==> src/rtl/dice_roll_extractor.sv <==
// Dice roll extractor: gates a ring-oscillator TRNG, debiases its raw bits
// with Von Neumann pairing, rejects out-of-range candidates and presents a
// die face 1..SIDES. A repetition-count health test latches a sticky fault
// when the entropy source appears stuck.
module dice_roll_extractor #(
    parameter int SIDES      = 6,
    parameter int SAMPLE_DIV = 4,
    parameter int WARMUP     = 16,
    parameter int REP_LIMIT  = 32
) (
    input  logic       clk,
    input  logic       reset_n,
    input  logic       roll_req_i,
    input  logic       random_in_i,
    output logic       osc_en_o,
    output logic       busy_o,
    output logic       roll_valid_o,
    output logic [7:0] roll_value_o,
    output logic       fault_o
);

    localparam int BITS   = $clog2(SIDES);
    localparam int DIV_W  = $clog2(SAMPLE_DIV);
    localparam int WARM_W = $clog2(WARMUP + 1);
    localparam int CNT_W  = $clog2(BITS + 1);
    localparam int REP_W  = $clog2(REP_LIMIT + 1);

    localparam logic [DIV_W-1:0]  DIV_LAST  = DIV_W'(SAMPLE_DIV - 1);
    localparam logic [WARM_W-1:0] WARM_LAST = WARM_W'(WARMUP - 1);
    localparam logic [CNT_W-1:0]  BITS_C    = CNT_W'(BITS);
    localparam logic [REP_W-1:0]  REP_C     = REP_W'(REP_LIMIT);
    localparam logic [7:0]        SIDES_C   = 8'(SIDES);

    typedef enum logic [1:0] {
        ST_IDLE    = 2'd0,
        ST_WARM    = 2'd1,
        ST_COLLECT = 2'd2,
        ST_CHECK   = 2'd3
    } state_e;

    state_e state_q, state_d;

    logic [WARM_W-1:0] warm_cnt_q, warm_cnt_d;
    logic [DIV_W-1:0]  div_q, div_d;
    logic [CNT_W-1:0]  bit_cnt_q, bit_cnt_d;
    logic [BITS-1:0]   acc_q, acc_d;
    logic              pair_flag_q, pair_flag_d;
    logic              pair_first_q, pair_first_d;
    logic [REP_W-1:0]  rep_cnt_q, rep_cnt_d;
    logic              prev_q, prev_d;

    logic              osc_en_q, osc_en_d;
    logic              busy_q, busy_d;
    logic              roll_valid_q, roll_valid_d;
    logic [7:0]        roll_value_q, roll_value_d;
    logic              fault_q, fault_d;

    logic              sample_s;
    logic              yield_s;
    logic              full_s;
    logic              accept_s;
    logic              rep_hit_s;
    logic [REP_W-1:0]  rep_next_s;
    logic [BITS-1:0]   acc_shift_s;
    logic [CNT_W-1:0]  bit_cnt_inc_s;
    logic [DIV_W-1:0]  div_next_s;
    logic [7:0]        acc_ext_s;

    // A raw sample is taken on the last divider count of each window; the
    // second sample of a pair yields its first bit when the two differ.
    assign sample_s      = (state_q == ST_COLLECT) && (div_q == DIV_LAST);
    assign yield_s       = sample_s && pair_flag_q && (pair_first_q != random_in_i);
    assign bit_cnt_inc_s = bit_cnt_q + CNT_W'(1);
    assign full_s        = yield_s && (bit_cnt_inc_s == BITS_C);
    assign div_next_s    = (div_q == DIV_LAST) ? {DIV_W{1'b0}} : (div_q + DIV_W'(1));
    assign acc_ext_s     = 8'(acc_q);
    assign accept_s      = (state_q == ST_CHECK) && (acc_ext_s < SIDES_C);
    assign rep_hit_s     = sample_s && (rep_next_s == REP_C);

    // A one-bit candidate has no history to keep; wider ones shift left.
    generate
        if (BITS == 1) begin : g_acc_one
            assign acc_shift_s = pair_first_q;
        end else begin : g_acc_wide
            assign acc_shift_s = {acc_q[BITS-2:0], pair_first_q};
        end
    endgenerate

    // Repetition count the current sample would produce.
    always_comb begin
        rep_next_s = REP_W'(1);
        if (rep_cnt_q == {REP_W{1'b0}}) begin
            rep_next_s = REP_W'(1);
        end else if (random_in_i == prev_q) begin
            rep_next_s = rep_cnt_q + REP_W'(1);
        end else begin
            rep_next_s = REP_W'(1);
        end
    end

    // Next-state logic of the roll FSM; the health test outranks a full candidate.
    always_comb begin
        state_d = state_q;
        case (state_q)
            ST_IDLE: begin
                if (roll_req_i && !fault_q) begin
                    state_d = ST_WARM;
                end else begin
                    state_d = ST_IDLE;
                end
            end
            ST_WARM: begin
                if (warm_cnt_q == WARM_LAST) begin
                    state_d = ST_COLLECT;
                end else begin
                    state_d = ST_WARM;
                end
            end
            ST_COLLECT: begin
                if (rep_hit_s) begin
                    state_d = ST_IDLE;
                end else if (full_s) begin
                    state_d = ST_CHECK;
                end else begin
                    state_d = ST_COLLECT;
                end
            end
            ST_CHECK: begin
                if (accept_s) begin
                    state_d = ST_IDLE;
                end else begin
                    state_d = ST_COLLECT;
                end
            end
            default: begin
                state_d = ST_IDLE;
            end
        endcase
    end

    // Counter, pairing, accumulator and health-test next values.
    always_comb begin
        warm_cnt_d   = warm_cnt_q;
        div_d        = div_q;
        bit_cnt_d    = bit_cnt_q;
        acc_d        = acc_q;
        pair_flag_d  = pair_flag_q;
        pair_first_d = pair_first_q;
        rep_cnt_d    = rep_cnt_q;
        prev_d       = prev_q;
        case (state_q)
            ST_IDLE: begin
                warm_cnt_d = {WARM_W{1'b0}};
            end
            ST_WARM: begin
                if (warm_cnt_q == WARM_LAST) begin
                    warm_cnt_d  = {WARM_W{1'b0}};
                    div_d       = {DIV_W{1'b0}};
                    bit_cnt_d   = {CNT_W{1'b0}};
                    acc_d       = {BITS{1'b0}};
                    pair_flag_d = 1'b0;
                    rep_cnt_d   = {REP_W{1'b0}};
                end else begin
                    warm_cnt_d = warm_cnt_q + WARM_W'(1);
                end
            end
            ST_COLLECT: begin
                div_d = div_next_s;
                if (sample_s) begin
                    prev_d    = random_in_i;
                    rep_cnt_d = rep_next_s;
                    if (pair_flag_q) begin
                        pair_flag_d = 1'b0;
                    end else begin
                        pair_flag_d  = 1'b1;
                        pair_first_d = random_in_i;
                    end
                end else begin
                    prev_d    = prev_q;
                    rep_cnt_d = rep_cnt_q;
                end
                if (yield_s) begin
                    acc_d     = acc_shift_s;
                    bit_cnt_d = bit_cnt_inc_s;
                end else begin
                    acc_d     = acc_q;
                    bit_cnt_d = bit_cnt_q;
                end
            end
            ST_CHECK: begin
                // Divider, pairing and repetition state run on across a rejection.
                div_d = div_next_s;
                if (accept_s) begin
                    acc_d     = acc_q;
                    bit_cnt_d = bit_cnt_q;
                end else begin
                    acc_d     = {BITS{1'b0}};
                    bit_cnt_d = {CNT_W{1'b0}};
                end
            end
            default: begin
                warm_cnt_d = {WARM_W{1'b0}};
            end
        endcase
    end

    // Output next values, decoded from the FSM transition.
    always_comb begin
        osc_en_d     = (state_d != ST_IDLE);
        busy_d       = (state_d != ST_IDLE);
        roll_valid_d = accept_s;
        fault_d      = fault_q | rep_hit_s;
        if (accept_s) begin
            roll_value_d = acc_ext_s + 8'd1;
        end else begin
            roll_value_d = roll_value_q;
        end
    end

    // FSM state and datapath registers.
    always_ff @(posedge clk or negedge reset_n) begin
        if (!reset_n) begin
            state_q      <= ST_IDLE;
            warm_cnt_q   <= {WARM_W{1'b0}};
            div_q        <= {DIV_W{1'b0}};
            bit_cnt_q    <= {CNT_W{1'b0}};
            acc_q        <= {BITS{1'b0}};
            pair_flag_q  <= 1'b0;
            pair_first_q <= 1'b0;
            rep_cnt_q    <= {REP_W{1'b0}};
            prev_q       <= 1'b0;
        end else begin
            state_q      <= state_d;
            warm_cnt_q   <= warm_cnt_d;
            div_q        <= div_d;
            bit_cnt_q    <= bit_cnt_d;
            acc_q        <= acc_d;
            pair_flag_q  <= pair_flag_d;
            pair_first_q <= pair_first_d;
            rep_cnt_q    <= rep_cnt_d;
            prev_q       <= prev_d;
        end
    end

    // Registered outputs.
    always_ff @(posedge clk or negedge reset_n) begin
        if (!reset_n) begin
            osc_en_q     <= 1'b0;
            busy_q       <= 1'b0;
            roll_valid_q <= 1'b0;
            roll_value_q <= 8'd0;
            fault_q      <= 1'b0;
        end else begin
            osc_en_q     <= osc_en_d;
            busy_q       <= busy_d;
            roll_valid_q <= roll_valid_d;
            roll_value_q <= roll_value_d;
            fault_q      <= fault_d;
        end
    end

    assign osc_en_o     = osc_en_q;
    assign busy_o       = busy_q;
    assign roll_valid_o = roll_valid_q;
    assign roll_value_o = roll_value_q;
    assign fault_o      = fault_q;

endmodule

==> config.mk <==
export PLATFORM = sky130hd
export DESIGN_NAME = dice_roll_extractor
export DESIGN_NICKNAME = d
export VERILOG_FILES = /design/src/rtl/dice_roll_extractor.sv
export SDC_FILE = /design/constraint.sdc
export NUM_CORES = 1
export LEC_CHECK = 0
export BUFFER_PORTS_ARGS = -buffer_cell sky130_fd_sc_hd__buf_2
export CORE_MARGIN = 3
export CORE_UTILIZATION = 30
export DETAILED_ROUTE_END_ITERATION = 10
export PLACE_DENSITY = 0.55
export SLEW_MARGIN = 30
export SYNTH_ARGS = -nofsm -noshare
export SYNTH_HDL_FRONTEND = slang
export SYNTH_SLANG_ARGS = --single-unit
==> constraint.sdc <==
create_clock -name clk -period 1.8 [get_ports clk]
set_input_delay 0 -clock clk [delete_from_list [all_inputs] [get_ports clk]]
set_output_delay 0 -clock clk [all_outputs]
set_load 0.1 [all_outputs]
==> flow_summary.json, run 1 <==
{
  "pin_count": 16,
  "clockBufferDepth": 2,
  "wirelength_um": 3029,
  "synth-seq-cells": 30,
  "worst_pin_slew_ns": 0.6899,
  "maxCapViolations": 0,
  "grt-ovfl-total": 0,
  "synth_cell_types": 44,
  "finalCritPeriodShare": 0.9503,
  "grtUsageMet1": 0.1390,
  "worstSkewPairLatency_ns": 0.28,
  "placedInstanceArea_mm2": 0.001685,
  "ys_top_cells_by_area": "dfrtp_1, ha_1, a22o_1",
  "cp_max_fo": 5,
  "synth-edff-count": 0,
  "hold_viol": 0,
  "synth_area_mm2": 0.001555,
  "dp_hpwl_um": 2105,
  "place.gp.congestion": 0.7969,
  "drive_above_1_share": 0.2422,
  "dr.pass1.iters": 4,
  "slew_violations": 0,
  "grt_pass1_vias": 1113,
  "max_freq_mhz": 584.6,
  "synth_top_area_frac": 0.4827,
  "wire_per_inst_um": 13.29,
  "ant_nets": 0,
  "dp_cells": 220,
  "fin_crit_ns": 1.711,
  "synth_cells": 142,
  "root_buffer": "clkbuf_8",
  "cts_tree": "done",
  "setup_tns_ns": 0,
  "synth.avg_cell_area_um2": 10.95,
  "cts-htree-levels": 2,
  "status": "finished, final reports clean",
  "core_mm2": 0.004880,
  "io_buffers": 11,
  "fp-row-count": 25,
  "grt_max_degree": 31,
  "required_ns": 1.96,
  "hold_class": "primary input to flop",
  "start_util": 0.3187,
  "nNetsFinal": 171,
  "max-slew-margin-rel": 0.5401,
  "num_antenna_cells": 0,
  "areaGrowthSynthToFinish_pct": 15.04,
  "grt-busiest-layer": "met2",
  "cts-buffers-inserted": 5,
  "die_area_mm2": 0.006084,
  "arrival_ns": 1.87,
  "endpoint_kind": "flop",
  "grt_first_pass_wirelength_um": 5492,
  "cts_num_sinks": 30,
  "ys_seq_area_frac": 0.4827,
  "grt_use_met2": 0.1892,
  "die_h_um": 78,
  "ys.flop_type": "dfrtp_1",
  "drc_errors": 0,
  "synth_warnings": 0,
  "synth-async-reset-ratio": 1.000,
  "critical_path_class": "flop to flop",
  "stdcell_area_mm2": 0.001789,
  "antenna_found_initial": 0,
  "clock_skew_ns": 0.002712,
  "setup_violations": 0,
  "yosys.area.top_type": "dfrtp_1",
  "final_cells": 228,
  "postCtsSetupBuffers": 0,
  "grt_setup_unrepaired": "no",
  "nFillCells": 506,
  "die_width_um": 78,
  "grt_usage": 0.1156,
  "viasPerCell": 4.886,
  "clkTransAtPathRegs_ns": 0.06,
  "met3_usage": 0.03132,
  "ir_worst_vdd_mv": 0.4595,
  "p_leak_uw": 0.0008785,
  "powerDensity_mw_per_mm2": 1360,
  "cp-start-kind": "flop",
  "vias": 1114,
  "first_iter_violations": 23
}
kinds of logic after synthesis:
group	after synthesis	share of synthesized area
multiplexers	6	0.04424
adder cells (fa/ha/maj)	6	0.04827
buffers and inverters	15	0.05390
AND/OR/NAND/NOR	48	0.1875
flip-flops	30	0.4827
other	1	0.002411
XOR/XNOR	5	0.02816
AO/OA/AOI/OAI	31	0.1529
path summary, 6_finish.rpt:
path                                       from         endpoint  slack (ns)  cells after the start
worst max-delay path               rep_cnt_q[0]          fault_o        0.09                      5
worst min-delay path                random_in_i           prev_q        0.02                      2
worst max register to register     rep_cnt_q[0]          fault_o        0.09                      5
worst min register to register  roll_value_o[1]  roll_value_o[1]        0.47                      2
max in group asynchronous               reset_n     rep_cnt_q[0]        1.01                      2
min in group asynchronous               reset_n         div_q[1]        0.30                      2
per-stage QoR:
step	setup WS (ns)	total power (uW)	utilization	hold WS, ns
after floorplan	0.06892	1715	-	-0.2956
after global placement	0.04339	1853	0.3454	0.07507
after detailed placement	-0.008219	1890	0.3454	0.09356
after CTS	0.04650	2440	0.3656	0.02059
after global routing	0.001410	2622	0.3667	0.03183
final	0.08942	2433	0.3667	0.02427
Yosys cell counts, types with 2 or more instances:
master / instances
dfrtp_1: 30
nand2_1: 12
a22o_1: 7
inv_1: 7
nand3_1: 7
o21ai_0: 7
ha_1: 6
a21oi_1: 5
buf_4: 5
nor2_1: 4
nor2b_1: 4
nor3_1: 4
xnor2_1: 4
and3_1: 3
mux2_2: 3
nand2b_1: 3
a21o_1: 2
a31oi_1: 2
mux2i_1: 2
metal layers:
| layer | vias to the layer above | routed length [um] |
|---|---|---|
| li1 | 533 | - |
| met1 | 549 | 1342 |
| met2 | 27 | 1535 |
| met3 | 5 | 95 |
| met4 | 0 | 55 |
| met5 | - | 0 |
where the power goes:
group          internal, uW  leakage [uW]  switching (uW)
Clock                   266     0.0000383             236
Combinational           357      0.000453             581
Sequential              836      0.000387             156
Total                  1460      0.000878             973
sequential cells by signal, summed over array words and instances (netlist names), 2 cells and up:
name          flops
acc_q             3
bit_cnt_q         2
div_q             2
rep_cnt_q         6
roll_value_o      4
state_q           2
warm_cnt_q        5
critical path: stages (launching register included):
cell and delay, ns:
dfrtp_2 0.44, ha_1 0.26, nand3_1 0.12, nor3_1 0.07, o311a_2 0.43, or2_2 0.28
area by class of cell:
| type | count | area (um^2) | area share |
|---|---|---|---|
| Clock buffer | 7 | 76.32 | 0.04266 |
| Inverter | 7 | 26.28 | 0.01469 |
| Multi-Input combinational cell | 100 | 747.0 | 0.4175 |
| Sequential cell | 30 | 753.2 | 0.4210 |
| Tap cell | 67 | 83.83 | 0.04685 |
| Timing Repair Buffer | 17 | 102.6 | 0.05734 |
layout by cell type, fill, tap and decap left out, types with 2 or more instances in the layout:
master / n
buf_4: 5
nor2b_1: 4
mux2_2: 3
a31oi_1: 2
nor3_1: 4
clkbuf_8: 5
o21ai_0: 7
clkbuf_1: 2
ha_1: 5
nand2b_1: 3
mux2i_1: 2
inv_2: 2
dfrtp_1: 28
a22o_1: 7
conb_1: 4
xnor2_1: 4
a21o_1: 2
nand2_1: 12
inv_1: 5
a21oi_1: 5
buf_2: 11
nor2_1: 4
nand3_1: 7
dfrtp_2: 2
and3_1: 3
repair_timing:
item,in CTS,in global routing
hold buffers,1,0
endpoints found under the hold margin,30,0
gates resized for setup,1,5
pin swaps,1,1
setup endpoints to repair,1,4
No activity file was read; power rests on OpenSTA's default activity.
==> inputs of run 2 (changes only) <==
--- a/config.mk
+++ b/config.mk
@@ -9,7 +9,8 @@
 export CORE_MARGIN = 3
 export CORE_UTILIZATION = 30
 export DETAILED_ROUTE_END_ITERATION = 10
-export PLACE_DENSITY = 0.55
+export GPL_TIMING_DRIVEN = 1
+export PLACE_DENSITY = 0.57
 export SLEW_MARGIN = 30
 export SYNTH_ARGS = -nofsm -noshare
 export SYNTH_HDL_FRONTEND = slang
==> run 2 against run 1 <==
Compared with the run above: global-route usage down 0.68 points; via count down 3.6%; sequential power about the same; final cell count up 0.44%; power up 1.2%; core utilization up 0.28 points; first-iteration DRC count rose to 2.5 times the previous value; cell area up 0.77%; highest routed layer unchanged.
==> flow_summary.json, run 2 (same netlist as run 1, synthesis figures left out) <==
{
  "cp_max_fo": 8,
  "wirelength_um": 2970,
  "stdcell_area_mm2": 0.001803,
  "nNetsFinal": 172,
  "regMostFlops": "rep_cnt_q",
  "nFillCells": 509,
  "clockBufferDepth": 2,
  "p_sw_uw": 987.9,
  "largest_reg_flops": 6,
  "regArea_um2": 750.7,
  "max-slew-margin-rel": 0.5551,
  "hold_class": "primary input to flop",
  "die_width_um": 78,
  "worst_pin_slew_ns": 0.6673,
  "rr_worst_depth": 6,
  "arrival_ns": 1.85,
  "max_freq_mhz": 592.0,
  "fin_crit_ns": 1.689,
  "drive_above_1_share": 0.2469,
  "pwr-share-clk": 0.202,
  "final_cells": 229,
  "num_antenna_cells": 0,
  "slowest_stage": "dfrtp_1",
  "cts_num_sinks": 30,
  "die_h_um": 78,
  "internal_power_uw": 1473,
  "grt_max_degree": 31,
  "worstSkewPairLatency_ns": 0.28,
  "cp_slowest_stage_delay_ns": 0.42,
  "endpoint_kind": "flop",
  "crit_chain": "inv_2 > ha_4 > nor3b_2 > a211oi_4 > o311a_2 > o22ai_2",
  "vias": 1074,
  "critical_path_class": "flop to flop",
  "cts-buffers-inserted": 5,
  "swShare": 0.4014,
  "slew_violations": 0,
  "core_mm2": 0.004880,
  "place.gp.congestion": 0.8653,
  "die_area_mm2": 0.006084,
  "grt_usage": 0.1088,
  "placedInstanceArea_mm2": 0.001685,
  "clkTransAtPathRegs_ns": 0.06,
  "ant_nets": 0,
  "dp_hpwl_um": 2160,
  "min_to": "prev_q",
  "finalCritPeriodShare": 0.9384,
  "grt_first_pass_wirelength_um": 5147,
  "final_common_cell": "dfrtp_1",
  "cp-start-kind": "flop",
  "cts-htree-levels": 2,
  "p_leak_uw": 0.0008853,
  "whs_ns": 0.03195,
  "required_ns": 1.96,
  "pin_count": 16,
  "fin_util": 0.3695,
  "setup_tns_ns": 0,
  "seq_power_share": 0.402,
  "reg2reg_to": "state_q[0]",
  "io_buffers": 11,
  "start_util": 0.3187,
  "grt_pass1_vias": 1046,
  "viasPerCell": 4.690,
  "clock_skew_ns": 0.003565,
  "first_iter_violations": 58,
  "setup_violations": 0,
  "fp-row-count": 25,
  "ir_worst_vdd_mv": 0.6228,
  "multi_input_area_um2": 755.7,
  "most-common-layout-cells": "dfrtp_1, nand2_1, buf_2",
  "grt-ovfl-total": 0,
  "antenna_found_initial": 0,
  "status": "finished, final reports clean",
  "areaGrowthSynthToFinish_pct": 15.93,
  "root_buffer": "clkbuf_8",
  "drc_errors": 0,
  "hold_start": "random_in_i",
  "hold_depth": 2,
  "dp_cells": 220,
  "wire_per_inst_um": 12.97,
  "maxCapViolations": 0,
  "powerDensity_mw_per_mm2": 1365,
  "worstSetupStartpoint": "rep_cnt_q[1]",
  "dr.pass1.iters": 4,
  "r2r_slack_ns": 0.11,
  "combPwrFrac": 0.396,
  "hold_viol": 0,
  "rr_startpoint": "rep_cnt_q[1]",
  "cts_tree": "done"
}
run 2: cell type report:
type,instances,area share
clock buffer,7,0.04233
inverter,7,0.01457
multi-input combinational,100,0.4192
sequential,30,0.4164
tap,67,0.04650
timing repair buffer,18,0.06107
run 2: worst max-delay path, delay by kind of cell (launching register included):
family | cells | cell delay, ns
AO/OA/AOI/OAI | 3 | 0.78
flip-flops | 1 | 0.42
AND/OR/NAND/NOR | 1 | 0.17
adder cells (fa/ha/maj) | 1 | 0.15
buffers and inverters | 1 | 0.07
run 2: routing by layer:
layer,routed length (um),track usage,share of wire
met5,0,0,0
met4,76,0.05245,0.026
met3,115,0.03480,0.039
met2,1272,0.1558,0.43
met1,1505,0.1476,0.51
run 2: power groups by stage:
stage	sequential, uW	clock [uW]	combinational, uW
after floorplan	1120	0	598
after global placement	983	0	876
after detailed placement	994	0	908
after CTS	983	517	916
after global routing	1020	546	1060
final	989	498	975
run 2: timing repair:
item	in CTS	in global routing
hold endpoints to repair	30	0
setup buffers	0	1
hold buffers	1	0
gates resized for setup	0	6
setup endpoints to repair	0	4
run 2: worst max-delay path by stage:
stage                     slack, ns  depth (start not counted)    endpoint
after CTS                     0.002                          6  state_q[0]
after global routing        -0.0006                          6  state_q[0]
after detailed placement       0.03                          6  state_q[0]
after floorplan                0.07                          6  state_q[0]
final                          0.11                          6  state_q[0]
after global placement         0.06                          6  state_q[0]
run 2: through the flow:
stage	power, uW	worst slack, ns
after floorplan	1715	0.06892
after global placement	1860	0.06411
after detailed placement	1902	0.03272
after CTS	2416	0.001900
after global routing	2620	-0.0005567
final	2461	0.1109
